--- src/rtl/scan_decoder.sv ---
// scan_decoder: registered N-to-2^N one-hot decoder with enable and three
// operating modes.
//   mode 00 direct : out follows 1<<address every cycle while enable=1.
//   mode 01 pulse  : a load issues a one-hot strobe lasting PULSE_LEN cycles.
//   mode 10 scan   : a load starts walking the active line upward from
//                    address, SCAN_DWELL cycles per index, wrapping at 2^N.
//   mode 11 freeze : out, curAddr and counters hold.
// Ports:
//   clk      - rising-edge clock
//   nReset   - synchronous active-low reset
//   enable   - global enable, gates every mode
//   address  - decode index / scan start index
//   mode     - operating mode select
//   load     - command strobe for pulse and scan modes
//   out      - registered one-hot select (or all zero)
//   curAddr  - index of the most recently asserted output
//   busy     - high while a pulse or scan is in progress
module scan_decoder #(
  parameter int ADDR_WIDTH = 2,
  parameter int PULSE_LEN  = 1,
  parameter int SCAN_DWELL = 1
) (
  input  logic                         clk,
  input  logic                         nReset,
  input  logic                         enable,
  input  logic [ADDR_WIDTH-1:0]        address,
  input  logic [1:0]                   mode,
  input  logic                         load,
  output logic [(1<<ADDR_WIDTH)-1:0]   out,
  output logic [ADDR_WIDTH-1:0]        curAddr,
  output logic                         busy
);

  localparam int NOUT = 1 << ADDR_WIDTH;
  localparam int PCW  = (PULSE_LEN  > 1) ? $clog2(PULSE_LEN)  : 1;
  localparam int DCW  = (SCAN_DWELL > 1) ? $clog2(SCAN_DWELL) : 1;
  localparam logic [PCW-1:0] PLAST = PCW'(PULSE_LEN - 1);
  localparam logic [DCW-1:0] DLAST = DCW'(SCAN_DWELL - 1);

  localparam logic [1:0] MODE_DIRECT = 2'b00;
  localparam logic [1:0] MODE_PULSE  = 2'b01;
  localparam logic [1:0] MODE_SCAN   = 2'b10;

  typedef enum logic [1:0] {
    IDLE,
    PULSE,
    SCAN
  } state_t;

  state_t                  state, state_n;
  logic [NOUT-1:0]         out_n;
  logic [ADDR_WIDTH-1:0]   cur_n;
  logic [ADDR_WIDTH-1:0]   nxt_idx;
  logic [PCW-1:0]          pcnt, pcnt_n;
  logic [DCW-1:0]          dcnt, dcnt_n;
  logic [NOUT-1:0]         addr_hot;
  logic [NOUT-1:0]         next_hot;
  logic                    accept_pulse;
  logic                    accept_scan;
  logic                    can_launch;

  assign addr_hot     = NOUT'(1) << address;
  assign nxt_idx      = curAddr + ADDR_WIDTH'(1);
  assign next_hot     = NOUT'(1) << nxt_idx;
  assign accept_pulse = enable && load && (mode == MODE_PULSE);
  assign accept_scan  = enable && load && (mode == MODE_SCAN);
  // The final edge of a pulse behaves like IDLE for load acceptance, so a
  // back-to-back command issued on that edge is not lost.
  assign can_launch   = (state == IDLE) || ((state == PULSE) && (pcnt == '0));

  // State and datapath registers
  always_ff @(posedge clk) begin
    if (!nReset) begin
      state   <= IDLE;
      out     <= '0;
      curAddr <= '0;
      pcnt    <= '0;
      dcnt    <= '0;
    end else begin
      state   <= state_n;
      out     <= out_n;
      curAddr <= cur_n;
      pcnt    <= pcnt_n;
      dcnt    <= dcnt_n;
    end
  end

  // Next-state and next-datapath logic
  always_comb begin
    state_n = state;
    out_n   = out;
    cur_n   = curAddr;
    pcnt_n  = pcnt;
    dcnt_n  = dcnt;

    case (state)
      IDLE: begin
        case (mode)
          MODE_DIRECT: begin
            out_n = enable ? addr_hot : '0;
            if (enable) begin
              cur_n = address;
            end
          end
          MODE_PULSE, MODE_SCAN: out_n = '0;
          default: ;  // freeze: everything holds
        endcase
      end
      PULSE: begin
        if (pcnt == '0) begin
          state_n = IDLE;
          out_n   = '0;
        end else begin
          pcnt_n = pcnt - PCW'(1);
        end
      end
      SCAN: begin
        if (!enable || (mode != MODE_SCAN)) begin
          state_n = IDLE;
          out_n   = '0;
        end else if (dcnt == DLAST) begin
          cur_n  = nxt_idx;
          out_n  = next_hot;
          dcnt_n = '0;
        end else begin
          dcnt_n = dcnt + DCW'(1);
        end
      end
      default: begin
        state_n = IDLE;
        out_n   = '0;
      end
    endcase

    if (can_launch && accept_pulse) begin
      state_n = PULSE;
      out_n   = addr_hot;
      cur_n   = address;
      pcnt_n  = PLAST;
    end else if (can_launch && accept_scan) begin
      state_n = SCAN;
      out_n   = addr_hot;
      cur_n   = address;
      dcnt_n  = '0;
    end
  end

  // Outputs derived from registered state
  always_comb begin
    busy = (state != IDLE);
  end

endmodule

--- config.mk ---
export PLATFORM = sky130hd
export DESIGN_NAME = scan_decoder
export DESIGN_NICKNAME = d
export VERILOG_FILES = /design/src/rtl/scan_decoder.sv
export SDC_FILE = /design/constraint.sdc
export NUM_CORES = 1
export LEC_CHECK = 0
export ABC_AREA = 1
export CORE_AREA = 3 3 50 52
export CTS_CLUSTER_SIZE = 10
export DETAILED_ROUTE_END_ITERATION = 10
export DIE_AREA = 0 0 53 55
export PLACE_DENSITY = 0.67
export SLEW_MARGIN = 10
export SYNTH_ARGS = -nofsm -noshare
export SYNTH_HDL_FRONTEND = slang
export SYNTH_SLANG_ARGS = --single-unit
--- constraint.sdc ---
create_clock -name clk -period 1.9 [get_ports clk]
set_input_delay 0.57 -clock clk [delete_from_list [all_inputs] [get_ports clk]]
set_output_delay 0.57 -clock clk [all_outputs]
set_load 0.005 [all_outputs]
# == Yosys cells after proc, flatten, opt, wreduce, memory -nomap -nowiden ==
# Cells that the tools add are included.
# Widths: inputs -> output; s select.
# word_totals
output_inout_bits,7
inputBits,8
word_cells,75
memories,0
register_bits,10
rom_bits,0
latchBits,0
ram_bits,0
# classes
order_cmp,0
addsub,3
eq_ne,17
div_mod_pow,0
n_mux,26
mul,0
bitwise_logic,2
n_shift,2
n_reduce_logical,19
# ops
cell,count
$mux 4,6
$mux 2,9
$ne 4x4->1 const B,3
$pmux 4 s3,1
$reduce_and 3->1,3
$ne 4x2->1 const B,2
$pmux 4 s2,1
$shl 1x2->4 const A,2
$mux 1,7
$logic_and 1x1->1,6
$pmux 2 s3,1
$ne 5x1->1 const B,1
$ne 5x5->1 const B,1
$reduce_and 5->1,1
$eq 2x1->1 const B,2
$eq 2x2->1 const B,2
$logic_not 2->1,2
$ne 4x1->1 const B,1
$pmux 2 s2,1
$reduce_bool 4->1,1
$reduce_or 2->1,2
$ne 3x1->1 const B,1
$ne 3x2->1 const B,1
$ne 3x3->1 const B,1
other kinds (9),11

# == Depth between registers and ports, before layout ==
# depth
depth_word,7
mapped_depth,12
depth_no_buf,12

# == Least setup slack after synthesis ==
# OpenSTA, ideal clock, no wires.
# synth_path
path_kind,in2reg
from,input mode[0]
to,register out[0]
arrival_time_ns,1.504
setup_time_ns,0.113
slack_ns,0.284
path_stages,12
required_ns,1.787
cell_sequence,inv_1 ha_1 nand2_2 inv_1 nand2_2 nand2_1 nor2_2 nand2_2 o21ai_4 nand2_1 nand2_1 nor2_1
# synth_between
elab_chain_cells,6
elab_cells_between_ends,19
cone_classes,eq/ne (6); mux (5); reduce/logical (8)
# synth_rtl
element,line,rtl
start: declaration,27,"input logic [1:0] mode,"
"$eq 2x1->1, or another cell as far along","65, 98",
$reduce_or 2->1 / $logic_or 1x1->1 (equally long branches),"98, 118",
$pmux 4 s2 / $mux 4 (equally long branches),"98, 118",
$pmux 4 s3,96,case (state)
$mux 4,140,end else if (can_launch && accept_scan) begin
$mux 4,135,if (can_launch && accept_pulse) begin
end signal: assignment,81,out <= out_n;
end: declaration,29,"output logic [(1<<ADDR_WIDTH)-1:0] out,"
# Parallel ways exist; a longest one is shown, timed or not.
# A chain may end at the register's enable or synchronous reset.

# == Worst setup path after layout ==
# layout_path
from,register state[1]
to,output busy
# layout_between
elab_chain_cells,1
# layout_rtl
element,line,rtl
start: declaration,50,"state_t state, state_n;"
start signal: assignment,80,state <= state_n;
$reduce_bool 2->1,150,busy = (state != IDLE);
end: declaration,31,output logic busy
# Every way passes these cells.

==> flow_summary.yaml <==
floorplan:
  ios: 15
  fp.dieW_um: 53
  dieArea_um2: 2920
  rows: 17
  die_y_um: 55
  coreArea_um2: 2150
  floorplan.initialDensity_pct: 34.0
detailed_routing:
  wl_mm: 1.79
  drc: 0
  drt-initial-drc-count: 21
  via_per_inst: 4.52
  vias: 795
  first_pass_iters: 6
  wl_per_cell_um: 10.2
  detail-route-antenna-nets: 0
setup_path:
  critical_path.top_delay_family: "buffers and inverters"
  r2r-start: "state[1]$_SDFFE_PP0P_"
  endpoint_kind: "output pin"
  crit_type: "register to output pin"
  crit_start: "state[1]$_SDFFE_PP0P_"
  startpoint_type: "register"
  cp_slowest_cell: "clkdlybuf4s50_1"
  arrival_ns: 1.28
  required_ns: 1.33
  crit_chain: "nor2_4 > inv_1 > clkdlybuf4s50_1"
  crit_path_max_fanout: 4
  crit_buf_inv: 2
  worst_path_largest_cell_delay_ns: 0.44
synthesis:
  synth_commonest_cells: "nand2_1 (31), inv_1 (23), nor2_1 (17)"
  synth-edff-count: 0
  ys_dominant_reg_cell: "dfxtp_1"
  syn-num-nets: 134
  synth.largest_area_cell: "dfxtp_1"
  async_reset_ff_share_pct: 0
  ys_warn_count: 0
  synth-seq-cells: 9
  seq_area_frac_synth_pct: 24.7
  synth_top_area_share_pct: 24.7
  netlist_instances: 119
  synth_area_leaders: "dfxtp_1 (25%), nand2_1 (16%), ha_1 (12%), inv_1 (12%), nor2_1 (8.7%)"
  syn_area_um2: 731
  synth_cell_types: 16
  synth.most_common_cell: "nand2_1"
  synth.avg_cell_area_um2: 6.14
timing:
  relSlewSlack_pct: 79.5
  tightest_slew_ns: 0.307
  fin_ws_ns: 0.0467
  final.period_utilization_pct: 97.5
  finClkSkew_ns: 0.00188
  rsz0062_at_grt: "false"
  hold_violations: 0
  fin_crit_ns: 1.85
  fmax_mhz: 540
  slew_violations: 0
  setup_viol: 0
grt:
  grt_start_max_net_pins: 9
  grt_use_total_pct: 12.5
  grt_pass1_vias: 708
  grt_pass1_wl_mm: 2.72
  antenna_found_initial: 0
  grt_overflow_total: 0
cells_and_area:
  final_cell_area_um2: 1100
  final_core_util_pct: 51.3
  num-fill-cells: 223
  diodes: 0
  drive_gt1_share_pct: 27.7
  areaGrowthSynthToFinish_pct: 50.9
  fin_nets: 164
clocking:
  clk_latency_ns: 0.26
  cts_root_buf: "clkbuf_4"
  holdBufCountCts: 0
  h-tree-depth: 1
  cts_inserted_buffers: 3
  clock-sinks: 9
  cts_tree: "yes"
  clockBufferDepth: 2
  clkTransAtPathRegs_ns: 0.07
placed_design:
  port_buffers: 14
  gp_congestion: 0.886
  post-place-ws_ns: -0.323
  placed_area_um2: 976
  dp_hpwl_mm: 1.31
job:
  drv_cap: 0
min_path:
  hold_path_class: "register to register"
  min_from: "dcnt$_SDFF_PN0_"
power_and_ir_drop:
  powerDensity_nw_per_um2: 484
  peakVddDrop_uv: 207
  p_leak_nw: 0.549
outcome:
  status: "complete, no violations"
layout make-up:
cell class	count	area (µm²)	area share, %
clock buffers	3	22.5	2.04
repair buffers	26	238	21.6
multi-input cells	86	528	47.9
flip-flops and latches	9	188	17.0
inverters	23	86.3	7.83
clock inverters	1	5.00	0.454
well taps	28	35.0	3.18
routing by layer:
metal | wire [µm] | part of all wire, % | vias to the layer above | GRT usage, %
met1 | 788 | 44 | 354 | 15.0
li1 | - | - | 423 | -
met5 | 0 | 0 | - | 0
met4 | 4 | 0.22 | 0 | 4.68
met3 | 62 | 3.5 | 2 | 2.41
met2 | 932 | 52 | 16 | 22.3
report_power, final:
part | internal, W | switching (W) | leakage [nW] | total, W
logic | 0.0000837 | 0.0000855 | 0.456 | 0.000169
registers | 0.000198 | 0.00000981 | 0.0752 | 0.000208
clock network | 0.0000778 | 0.0000781 | 0.0177 | 0.000156
timing repair:
action | CTS | global route
gates resized for setup | 7 | 24
endpoints found under the setup margin | 7 | 8
setup buffers | 2 | 0
pin swaps | 3 | 7
kinds of logic after synthesis:
group / count (synthesis) / share of synthesized area (%)
AO/OA/AOI/OAI: 14 / 11.1
adder cells (fa/ha/maj): 7 / 12.0
buffers and inverters: 24 / 12.5
flip-flops: 9 / 24.7
AND/OR/NAND/NOR: 65 / 39.7
registers in the layout, indices dropped and copies added, names as in the netlist:
signal and count:
out 4, curAddr 2, state 2, dcnt 1
metrics by stage:
| stage | setup TNS (ns) | hold WS (ns) | power (W) | std cells |
|---|---|---|---|---|
| 2_1_floorplan | 0 | 0.469 | 0.000294 | 119 |
| 3_3_place_gp | -1.55 | 0.487 | 0.000362 | 170 |
| 3_5_place_dp | -2.00 | 0.505 | 0.000364 | 170 |
| 4_1_cts | -0.00591 | 0.515 | 0.000524 | 176 |
| 5_1_grt | 0 | 0.552 | 0.000568 | 176 |
| 6_report | 0 | 0.508 | 0.000533 | 176 |
layout by cell type (no fill, tap or decap), types with 5 or more instances in the layout:
cell and n:
clkdlybuf4s50_1 11, o21ai_0 7, inv_1 20, dfxtp_1 7
nand2_1 29, ha_1 5, buf_4 12, nor2_1 14
final timing paths:
path                                   to  slack, ns  depth (start not counted)
setup reg to reg  curAddr[1]$_SDFFE_PN0P_       0.57                          9
hold / removal            dcnt$_SDFF_PN0_       0.51                          2
setup / recovery                     busy       0.05                          3
hold reg to reg           dcnt$_SDFF_PN0_       0.51                          2
worst min-delay path, cell delays in order, from the launching register on:
cell,delay [ns]
dfxtp_1,0.34
o21ai_0,0.08
nor3_1,0.05
No activity file was read; power rests on OpenSTA's default activity.
